`config.mk`:
```
export PLATFORM = sky130hd
export DESIGN_NAME = instr_fetch_unit
export DESIGN_NICKNAME = d
export VERILOG_FILES = /design/src/rtl/instr_fetch_unit.sv
export SDC_FILE = /design/constraint.sdc
export NUM_CORES = 1
export LEC_CHECK = 0
export ABC_AREA = 1
export BUFFER_PORTS_ARGS = -buffer_cell sky130_fd_sc_hd__buf_4
export CAP_MARGIN = 25
export CORE_UTILIZATION = 55
export DETAILED_ROUTE_END_ITERATION = 10
export GPL_TIMING_DRIVEN = 0
export PLACE_DENSITY = 0.84
export SETUP_SLACK_MARGIN = 0.3
export SYNTH_ARGS = -nofsm -noshare
export SYNTH_HDL_FRONTEND = slang
export SYNTH_SLANG_ARGS = --single-unit
```
`constraint.sdc`:
```
create_clock -name clk -period 2.2 [get_ports clk]
set_input_delay 0.11 -clock clk [delete_from_list [all_inputs] [get_ports clk]]
set_output_delay 0.11 -clock clk [all_outputs]
set_load 0.02 [all_outputs]
```
`src/rtl/instr_fetch_unit.sv`:
```
// rtl/instr_fetch_unit.sv - program counter owner and single-word instruction fetcher
//
// Holds the CPU program counter and fetches one DATA_W instruction per request.
// Memory side uses a req/ack handshake; decode side uses a valid/ready handshake.
// A branch redirect from execute flushes any held or in-flight instruction.
//
// Optional feature macro: IFU_MISALIGN_TRAP_EN
//   defined   : a branch target with bit 0 set raises sticky misalign and halts fetching until rst
//   undefined : bit 0 of the target is silently cleared, misalign is tied low
//
// Ports
//   clk           in   1       rising-edge clock
//   rst           in   1       synchronous active-high reset
//   mem_req       out  1       fetch request to instruction memory
//   mem_addr      out  ADDR_W  fetch address, always equal to the pc register
//   mem_ack       in   1       mem_rdata is valid this cycle
//   mem_rdata     in   DATA_W  instruction word from memory
//   instr_valid   out  1       instr / instr_pc valid toward decode
//   instr         out  DATA_W  fetched instruction
//   instr_pc      out  ADDR_W  address instr was fetched from
//   instr_ready   in   1       decode accepts instr this cycle
//   branch_taken  in   1       one-cycle redirect request
//   branch_target in   ADDR_W  redirect address
//   misalign      out  1       sticky misaligned-target flag

module instr_fetch_unit #(
  parameter int                ADDR_W   = 16,
  parameter int                DATA_W   = 16,
  parameter logic [ADDR_W-1:0] RESET_PC = '0,
  parameter int                PC_INC   = 2
) (
  input  logic              clk,
  input  logic              rst,
  output logic              mem_req,
  output logic [ADDR_W-1:0] mem_addr,
  input  logic              mem_ack,
  input  logic [DATA_W-1:0] mem_rdata,
  output logic              instr_valid,
  output logic [DATA_W-1:0] instr,
  output logic [ADDR_W-1:0] instr_pc,
  input  logic              instr_ready,
  input  logic              branch_taken,
  input  logic [ADDR_W-1:0] branch_target,
  output logic              misalign
);

`ifdef IFU_MISALIGN_TRAP_EN
  typedef enum logic [1:0] {S_IDLE, S_REQ, S_HOLD, S_HALT} state_t;
`else
  typedef enum logic [1:0] {S_IDLE, S_REQ, S_HOLD} state_t;
`endif

  state_t            state, state_n;
  logic [ADDR_W-1:0] pc, pc_n;
  logic              req_q, req_n;
  logic              valid_q, valid_n;
  logic [DATA_W-1:0] instr_q, instr_n;
  logic [ADDR_W-1:0] ipc_q, ipc_n;
  logic              pend_q, pend_n;
  logic [ADDR_W-1:0] pend_tgt_q, pend_tgt_n;

  // Instructions are 16-bit aligned, so the low target bit is never a legal fetch address.
  logic [ADDR_W-1:0] tgt;
  logic [ADDR_W-1:0] pc_next_seq;

  assign tgt         = branch_target & ~ADDR_W'(1);
  assign pc_next_seq = pc + ADDR_W'(PC_INC);

`ifdef IFU_MISALIGN_TRAP_EN
  logic mis_q, mis_n;
  assign misalign = mis_q;
`else
  assign misalign = 1'b0;
`endif

  assign mem_req     = req_q;
  assign mem_addr    = pc;
  assign instr_valid = valid_q;
  assign instr       = instr_q;
  assign instr_pc    = ipc_q;

  always_ff @(posedge clk) begin
    if (rst) begin
      state      <= S_IDLE;
      pc         <= RESET_PC;
      req_q      <= 1'b0;
      valid_q    <= 1'b0;
      instr_q    <= '0;
      ipc_q      <= '0;
      pend_q     <= 1'b0;
      pend_tgt_q <= '0;
`ifdef IFU_MISALIGN_TRAP_EN
      mis_q      <= 1'b0;
`endif
    end else begin
      state      <= state_n;
      pc         <= pc_n;
      req_q      <= req_n;
      valid_q    <= valid_n;
      instr_q    <= instr_n;
      ipc_q      <= ipc_n;
      pend_q     <= pend_n;
      pend_tgt_q <= pend_tgt_n;
`ifdef IFU_MISALIGN_TRAP_EN
      mis_q      <= mis_n;
`endif
    end
  end

  always_comb begin
    state_n    = state;
    pc_n       = pc;
    req_n      = req_q;
    valid_n    = valid_q;
    instr_n    = instr_q;
    ipc_n      = ipc_q;
    pend_n     = pend_q;
    pend_tgt_n = pend_tgt_q;
`ifdef IFU_MISALIGN_TRAP_EN
    mis_n      = mis_q;
`endif

    case (state)
      S_IDLE: begin
        state_n = S_REQ;
        req_n   = 1'b1;
        if (branch_taken) pc_n = tgt;
      end

      S_REQ: begin
        req_n = 1'b1;
        if (mem_ack) begin
          if (branch_taken) begin
            // Newest redirect wins over an older pending one; the returned word is stale.
            pc_n   = tgt;
            pend_n = 1'b0;
          end else if (pend_q) begin
            pc_n   = pend_tgt_q;
            pend_n = 1'b0;
          end else begin
            instr_n = mem_rdata;
            ipc_n   = pc;
            valid_n = 1'b1;
            pc_n    = pc_next_seq;
            req_n   = 1'b0;
            state_n = S_HOLD;
          end
        end else if (branch_taken) begin
          // Address must stay stable until ack, so park the redirect until the current access completes.
          pend_n     = 1'b1;
          pend_tgt_n = tgt;
        end
      end

      S_HOLD: begin
        if (branch_taken) begin
          valid_n = 1'b0;
          pc_n    = tgt;
          req_n   = 1'b1;
          state_n = S_REQ;
        end else if (instr_ready) begin
          valid_n = 1'b0;
          req_n   = 1'b1;
          state_n = S_REQ;
        end
      end

`ifdef IFU_MISALIGN_TRAP_EN
      S_HALT: begin
        req_n   = 1'b0;
        valid_n = 1'b0;
      end
`endif

      default: begin
        state_n = S_IDLE;
        req_n   = 1'b0;
        valid_n = 1'b0;
      end
    endcase

`ifdef IFU_MISALIGN_TRAP_EN
    // A misaligned redirect overrides whatever the state logic chose and freezes the pc.
    if (branch_taken && branch_target[0] && state != S_HALT) begin
      mis_n   = 1'b1;
      req_n   = 1'b0;
      valid_n = 1'b0;
      pend_n  = 1'b0;
      pc_n    = pc;
      state_n = S_HALT;
    end
`endif
  end

endmodule

```
# --- After elaboration in Yosys (flattened, before gate mapping) ---
# Index checks and enable logic that the tools add are counted.
totals:
  reg_bits: 68
  latchBits: 0
  ramBits: 0
  mem_bits_ro: 0
  input_bits: 37
  mem_count: 0
classes:
  add_sub_neg: 1
  multipliers: 0
  div_mod_pow: 0
  magnitude_cmp: 0
  eq_ne: 7
  n_shift: 0
  muxes: 25
  bitwise: 4
  reduce_logical: 10
ops:
  columns: ["op", "n"]
  rows:
  - ["16-bit 2-to-1 mux", 4]
  - ["16-bit one-hot mux with 2 select lines", 1]
  - ["16-bit by 2-bit adder with 16-bit output (second input constant)", 1]
  - ["1-bit 2-to-1 mux", 12]
  - ["2-bit 2-to-1 mux", 5]
  - ["4-bit AND reduction", 2]
  - ["2-bit inequality test (second input constant)", 3]
  - ["1-bit one-hot mux with 3 select lines", 2]
  - ["2-bit one-hot mux with 3 select lines", 1]
  - ["3-bit AND reduction", 2]
  - ["5-bit AND reduction", 1]
  - ["1-bit NOT", 4]
  - ["2-bit nonzero test", 2]
  - ["3-bit inequality test (second input constant)", 1]
  - ["2-bit by 1-bit == test with 1-bit output (second input constant)", 1]
  - ["2-bit == test (second input constant)", 1]
  - ["2-bit logical NOT", 1]
  - ["2-bit by 1-bit inequality test with 1-bit output (second input constant)", 1]
  - ["2-bit AND reduction", 1]
  - ["2-bit OR reduction", 1]

# --- Logic depth before layout (Yosys ltp) ---
# Gate-level depths: netlist of run 1.
logic_depth:
  ltp_word: 5
  mapped_depth: 10

# --- Worst setup path before layout of run 1 ---
# No wires, ideal clock.
synth_timing:
  path_type: "reg-to-reg"
  from: "reg pc[1] (netlist: mem_addr[1])"
  to: "reg pc[11] (netlist: mem_addr[11])"
  setup_time_ns: 0.117
  arrival_time_ns: 1.367
  required_ns: 2.083
  path_slack_ns: 0.715
  stages_incl_launch_ff: 9
  period_less_slack_ns: 1.485
  path_cell_list: "dfxtp_1 > ha_1 > nand2_1 > nor2_1 > nand2_1 > nand2_1 > nand3_1 > a21oi_1 > nor2_1"
synth_via:
  elab_chain_len: 5
synth_lines:
  columns: ["item", "line_no", "text"]
  rows:
  - ["start: declaration", "54", "logic [ADDR_W-1:0] pc, pc_n;"]
  - ["start signal: assignment", "97", "pc <= pc_n;"]
  - ["16-bit by 2-bit adder with 16-bit output", "67", "assign pc_next_seq = pc + ADDR_W'(PC_INC);"]
  - ["16-bit 2-to-1 mux", "137", "end else if (pend_q) begin"]
  - ["16-bit 2-to-1 mux", "133", "if (branch_taken) begin"]
  - ["16-bit 2-to-1 mux", "132", "if (mem_ack) begin"]
  - ["16-bit one-hot mux with 2 select lines", "123", "case (state)"]
# Every way passes these cells. The select of a mux whose other input is x is not followed.
# A chain may end at the register's enable or synchronous reset.

# --- Worst setup path in the final report of run 1 ---
# Ends and elaborated chain as after synthesis.

==> results.tsv, run 1 <==
stage	metric	value	unit
synth	synthTopCellsByArea	dfxtp_1 (44%), nor2_1 (13%), o21ai_0 (11%)	
clock_network	ctsResizeCount	0	
synth	syn_avg_cell_area	6.96	sq um
sta	finalCritPeriodShare	0.786	
routing	wl_met2	3.92	mm
finish	n_antenna_cell	0	
routing	routed.top_layer	met4	
clock_network	cts_tree	done	
synth	synth_warnings	0	
place	preCtsSetupSlack	0.576	ns
run_status	status	completed	
grt	grt_pass1_vias	2847	
synth	syn_inst	427	
routing	wl_met3	792	um
grt	grt_start_max_net_pins	12	
finish	finalNetCount	562	
finish	layout.cells.most_common	nor2_1	
synth	synth_top_area_cell	dfxtp_1	
floorplanning	io_pins	88	
sta	finalMaxSlewViolations	0	
finish	drive_gt1_frac	0.244	
clock_network	clock_path_buffers	2	
grt	grt_overflow	0	
power	seqPwrFrac	0.445	
power	power_density	775	nW/um^2
grt	track_usage	0.306	
clock_network	cts_hold_buf	1	
routing	vias	3241	
sta	timing.setup.tns	0	ns
sta	slew_headroom	0.632	
power	intPower	2170	uW
sta	hold_viol_final	0	
floorplanning	core	5140	sq um
routing	drc_errors	0	
grt	grt_pass1_wl	12.9	mm
setup_path	crit_required	2.44	ns
floorplanning	die_x	75.5	um
floorplanning	die_area	5700	sq um
routing	wl_met1	3.45	mm
routing	wl	8.37	mm
synth	ys_seq_elements	66	
routing	viasPerCell	5.41	
clock_network	insertion_delay	0.35	ns
power	p_leak	0.00182	uW
floorplanning	rows	26	
power	ir_drop	0.444	mV
setup_path	critPathCaptureType	flop	
setup_path	crit_fanout	6	
clock_network	root_buffer	clkbuf_8	
clock_network	cts_setup_buffers	0	
synth	synth_top_area_frac	0.445	
place	io_buffers	83	
floorplanning	initial_core_util	0.578	
synth	syn_area	2970	sq um
clock_network	clk_pin_slew_worst_paths	0.07	ns
routing	postRouteAntennaNets	0	
synth	synth_cell_types	28	
clock_network	numCtsBuffers	9	
setup_path	crit_type	flop to flop	
power	p_comb_frac	0.185	
setup_path	start_kind	flop	
min_path	hold_class	input port to flop	
sta	fin_crit	1.73	ns
setup_path	crit_arrival	1.97	ns
place	hpwl	5.86	mm
power	p_clk_frac	0.370	
finish	areaGrowthSynthToFinish	31.9	%
power	switching_share	0.286	
finish	final_cell_mix	nor2_1 (103), buf_4 (87), o21ai_0 (68)	
routing	drt_iter0_drc	229	
sta	grt_setup_unrepaired	false	
clock_network	clock-sinks	66	
sta	fmax	579	MHz
place	place.gp.congestion	0.915	
sta	finalSetupViolations	0	
sta	fin_skew	0.00531	ns
sta	tightest_slew	0.553	ns
routing	routedWlPerCell	14.0	um
synth	seq_area_frac_synth	0.445	
clock_network	htree_levels	3	
power	power.switching	870	uW
floorplanning	die_h	75.5	um
grt	antenna_found_initial	0	
routing	first_pass_iters	5	
flow_run	drv_cap	0	
sta	worst_slack	0.472	ns
-- final cells by class --
cell class,instances,area (sq um)
multi-input cells,311,1410
flip-flops and latches,66,1320
fillers,430,1220
repair buffers,84,633
plain buffers,26,146
clock buffers,11,141
inverters,26,100
well taps,70,87.6
clock inverters,5,77.6
-- synthesized netlist by cell type (all sizes together) --
master and number:
a211oi 1, a21oi 30, a31oi 6, buf 19, clkbuf 7, conb 1
dfxtp 66, ha 1, inv 26, nand2 64, nand3 17, nand3b 2
nand4 4, nor2 110, o21ai 69, o22ai 1, xnor2 1, xor2 2
-- power groups by stage --
stage / combinational [uW] / clock [uW] / sequential [uW]
after floorplan: 259 / 0 / 1430
after global placement: 538 / 0 / 1370
after detailed placement: 550 / 0 / 1370
after CTS: 557 / 1140 / 1350
after global routing: 621 / 1190 / 1360
final: 563 / 1120 / 1350
-- metrics by stage --
step                      instances  total power (uW)  cell area (sq um)   util  hold slack (ns)
after global placement          582              1910               3690  0.718            0.297
after floorplan                 429              1690               2980      -            0.179
after CTS                       599              3040               3920  0.762          0.00506
after detailed placement        582              1920               3690  0.718            0.301
after global routing            599              3170               3920  0.762          0.00968
final                           599              3040               3920  0.762           0.0156
-- registers in the layout (all words and copies together), names as in the netlist --
| signal | count |
|---|---|
| mem_req | 1 |
| pend_tgt_q | 15 |
| pend_q | 1 |
| instr_pc | 15 |
| mem_addr | 15 |
| instr | 16 |
| state | 2 |
| instr_valid | 1 |
-- cell families (layout without fill, tap and decap cells) --
logic type	after synthesis	in the layout	synth area share
xor gates and xnor gates	3	3	0.00885
other	1	3	0.00126
AOI/OAI and AO/OA	107	107	0.184
DFF	66	66	0.445
adders and majority gates	1	1	0.00421
and+or+nand+nor	197	197	0.274
buffers and inverters	52	152	0.0830
-- per-layer routing --
metal,up-vias,GRT usage
li1,1585,-
met1,1451,0.368
met2,183,0.529
met3,22,0.0648
met4,0,0.130
met5,-,0
-- path summary, 6_finish.rpt --
check | from | end | slack [ns] | cells after the start
worst max-delay path | mem_addr[1] | mem_addr[11] | 0.47 | 8
worst min-delay path | mem_rdata[13] | instr[13] | 0.02 | 3
worst max register to register | mem_addr[1] | mem_addr[11] | 0.47 | 8
worst min register to register | pend_tgt_q[3] | pend_tgt_q[3] | 0.46 | 2
-- worst max-delay path, stage by stage, from the launching register on --
cell	delay [ns]
dfxtp_1	0.45
ha_1	0.21
nand2_1	0.13
nor2_1	0.30
nand2_1	0.08
nand2_1	0.07
nand3_1	0.12
a21oi_1	0.21
nor2_1	0.05
No activity file was read; power rests on OpenSTA's default activity.
==> run 2, diff against run 1 <==
- CORE_UTILIZATION: 55 -> 46
- PLACE_DENSITY: 0.84 -> 0.75
- clock period: 2.2 -> 1.5 ns (I/O delays scaled with it)
==> run 2 against run 1 <==
- the flow now finishes with violations (hold timing)
- routed wire length is 24% higher
- non-clock buffer count up 49
- register-to-register slack worse by 0.31 ns
- via count increased by 9.1%
- final cell count is 9.2% higher
- sequential share of layout area shrank 6.7 points
- final area up 27%
==> results.tsv, run 2 (synthesis gave the netlist of run 1 again) <==
stage	metric	value	unit	change
run_status	status	finished with violations		was completed
run_status	violations	hold timing		
sta	fin_skew	0.00850	ns	was 0.00531 ns
finish	largest_reg_flops	16		unchanged
setup_path	crit_arrival	1.57	ns	was 1.97 ns
finish	finalNonFillerCells	654		was 599
sta	finalCritPeriodShare	0.893		was 0.786
sta	hold_viol_final	1		was 0
place	dp.cells	587		was 582
power	power_density	946	nW/um^2	was 775 nW/um^2
setup_path	crit_required	1.73	ns	was 2.44 ns
clock_network	cts_tree	done		unchanged
setup_path	rr_worst_depth	10		was 8
clock_network	clock_path_buffers	2		unchanged
clock_network	insertion_delay	0.34	ns	was 0.35 ns
finish	n_antenna_cell	0		unchanged
place	io_buffers	83		unchanged
setup_path	timing.rr.end	instr_pc[10]		was mem_addr[11]
floorplanning	rows	28		was 26
finish	areaGrowthSynthToFinish	67.4	%	was 31.9%
power	p_clk_frac	0.329		was 0.370
setup_path	path_delay_family	buffers and inverters		was simple AND/OR/NAND/NOR gates
power	seqPwrFrac	0.427		was 0.445
finish	drive_gt1_frac	0.396		was 0.244
floorplanning	die_h	82.4	um	was 75.5 um
setup_path	start_kind	flop		unchanged
power	power.switching	1440	uW	was 870 uW
sta	fin_crit	1.34	ns	was 1.73 ns
clock_network	numCtsBuffers	9		unchanged
floorplanning	die_area	6780	sq um	was 5700 sq um
setup_path	critical_path_buf_inv_count	5		was 0
routing	postRouteAntennaNets	0		unchanged
power	p_leak	0.00220	uW	was 0.00182 uW
setup_path	r2r_slack	0.16	ns	was 0.47 ns
sta	timing.setup.tns	0	ns	unchanged
clock_network	clock-sinks	66		unchanged
sta	fmax	747	MHz	was 579 MHz
setup_path	slowest_stage	dfxtp_2		was dfxtp_1
routing	first_pass_iters	5		unchanged
min_path	hold_depth	3		unchanged
finish	finalNetCount	612		was 562
routing	routedWlPerCell	15.8	um	was 14.0 um
grt	grt_pass1_vias	3067		was 2847
routing	drt_iter0_drc	196		was 229
sta	grt_setup_unrepaired	true		was false
power	intPower	3260	uW	was 2170 uW
sta	slew_headroom	0.504		was 0.632
flow_run	drv_cap	0		unchanged
grt	grt_start_max_net_pins	12		unchanged
grt	grt_pass1_wl	14.3	mm	was 12.9 mm
routing	wl	10.3	mm	was 8.37 mm
clock_network	htree_levels	3		unchanged
setup_path	crit_chain	inv_4 -> nor2_4 -> nand2_4 -> inv_4 -> nand2_8 -> clkinv_8 -> buf_12 -> buf_8 -> nor2_1 -> nor2_1		was ha_1 -> nand2_1 -> nor2_1 -> nand2_1 -> nand2_1 -> nand3_1 -> a21oi_1 -> nor2_1
place	hpwl	6.10	mm	was 5.86 mm
min_path	hold_end	pend_tgt_q[6]		was instr[13]
floorplanning	die_x	82.4	um	was 75.5 um
grt	grt_overflow	0		unchanged
setup_path	max_stage_delay	0.34	ns	was 0.45 ns
power	switching_share	0.306		was 0.286
sta	hold_ws	-0.0136	ns	was 0.0156 ns
setup_path	crit_type	flop to flop		unchanged
floorplanning	io_pins	88		unchanged
sta	finalSetupViolations	0		unchanged
grt	track_usage	0.283		was 0.306
setup_path	crit_fanout	7		was 6
place	place.gp.congestion	0.863		was 0.915
finish	final_cell_mix	buf_4 (94), nor2_1 (89), nand2_1 (58)		was nor2_1 (103), buf_4 (87), o21ai_0 (68)
routing	vias	3537		was 3241
routing	viasPerCell	5.41		about the same
power	p_comb_frac	0.244		was 0.185
floorplanning	core	6060	sq um	was 5140 sq um
clock_network	clk_pin_slew_worst_paths	0.07	ns	about the same
min_path	hold_start	branch_target[6]		was mem_rdata[13]
clock_network	root_buffer	clkbuf_8		unchanged
sta	finalMaxSlewViolations	0		unchanged
finish	layout.cells.most_common	buf_4		was nor2_1
setup_path	critPathCaptureType	flop		unchanged
grt	antenna_found_initial	0		unchanged
floorplanning	initial_core_util	0.490		was 0.578
min_path	hold_class	input port to flop		unchanged
power	ir_drop	0.719	mV	was 0.444 mV
setup_path	r2r-start	state[0]		was mem_addr[1]
routing	drc_errors	0		unchanged
sta	tightest_slew	0.743	ns	was 0.553 ns
-- run 2: cell count changes in the layout (fill, tap and decap cells not counted), moves of 7 or more --
cell,before,now
dfxtp_2,0,10
dlygate4sd3_1,1,28
buf_2,12,1
buf_4,87,94
buf_8,1,10
buf_6,1,11
nor2_4,2,13
o21ai_0,68,24
o21ai_2,0,23
nor2_1,103,89
dfxtp_1,66,53
o21ai_1,1,21
a21oi_1,30,16
a21oi_2,0,14
-- run 2: timing repair --
| action | CTS | global route |
|---|---|---|
| resized for setup | 77 | 92 |
| hold endpoints to repair | 29 | 1 |
| hold buffers | 27 | 1 |
| endpoints found under the setup margin | 61 | 64 |
| cloned | 3 | 5 |
| pin swaps | 14 | 27 |
| setup buffers | 9 | 6 |
-- run 2: layout make-up --
cell class                      count  area, sq um
Buffer                             26          259
Fill cell                         373         1090
Inverter                           26          120
Sequential cell                    66         1350
Clock inverter                      4         48.8
Tap cell                           75         93.8
Multi-Input combinational cell    312         1730
Clock buffer                       12          155
Timing Repair Buffer              133         1220
-- run 2: metrics by stage --
stage	setup WS, ns	hold slack [ns]	utilization	instance area [sq um]	power, uW
after global placement	0.0437	0.262	0.619	3750	2820
final	0.160	-0.0136	0.820	4970	4700
after detailed placement	0.0241	0.269	0.619	3750	2840
after CTS	0.185	0.00330	0.738	4470	4500
after floorplan	0.279	0.144	-	3040	2490
after global routing	0.0764	0.0234	0.820	4970	4890
-- run 2: how the worst max path moves through the flow --
stage                           start            to  slack [ns]  cells past startpoint
after detailed placement       pend_q  mem_addr[10]        0.02                      6
after global routing         state[0]   instr_pc[8]        0.08                      9
after CTS                 mem_addr[1]   mem_addr[9]        0.18                      8
after global placement         pend_q  mem_addr[11]        0.04                      6
after floorplan           mem_addr[2]   mem_addr[9]        0.28                      8
final                        state[0]  instr_pc[10]        0.16                     10
-- run 2: routing by layer --
layer  track usage  up-vias  part of all wire  routed length (um)
li1              -     1689                 -                   -
met1         0.340     1655              0.39                4070
met2         0.480      166              0.51                5320
met3        0.0462       27             0.067                 690
met4         0.151        0             0.026                 265
met5             0        -                 0                   0
-- run 2: power by group through the flow --
stage                     clock network (uW)  logic, uW  registers (uW)
after detailed placement                   0        816            2030
after global placement                     0        800            2020
after floorplan                            0        385            2110
final                                   1550       1150            2010
after global routing                    1640       1230            2020
after CTS                               1540        967            1990
-- run 2: tightest hold or removal path: stages --
cell	delay, ns
buf_4	0.08
o21ai_1	0.06
nor2_1	0.08
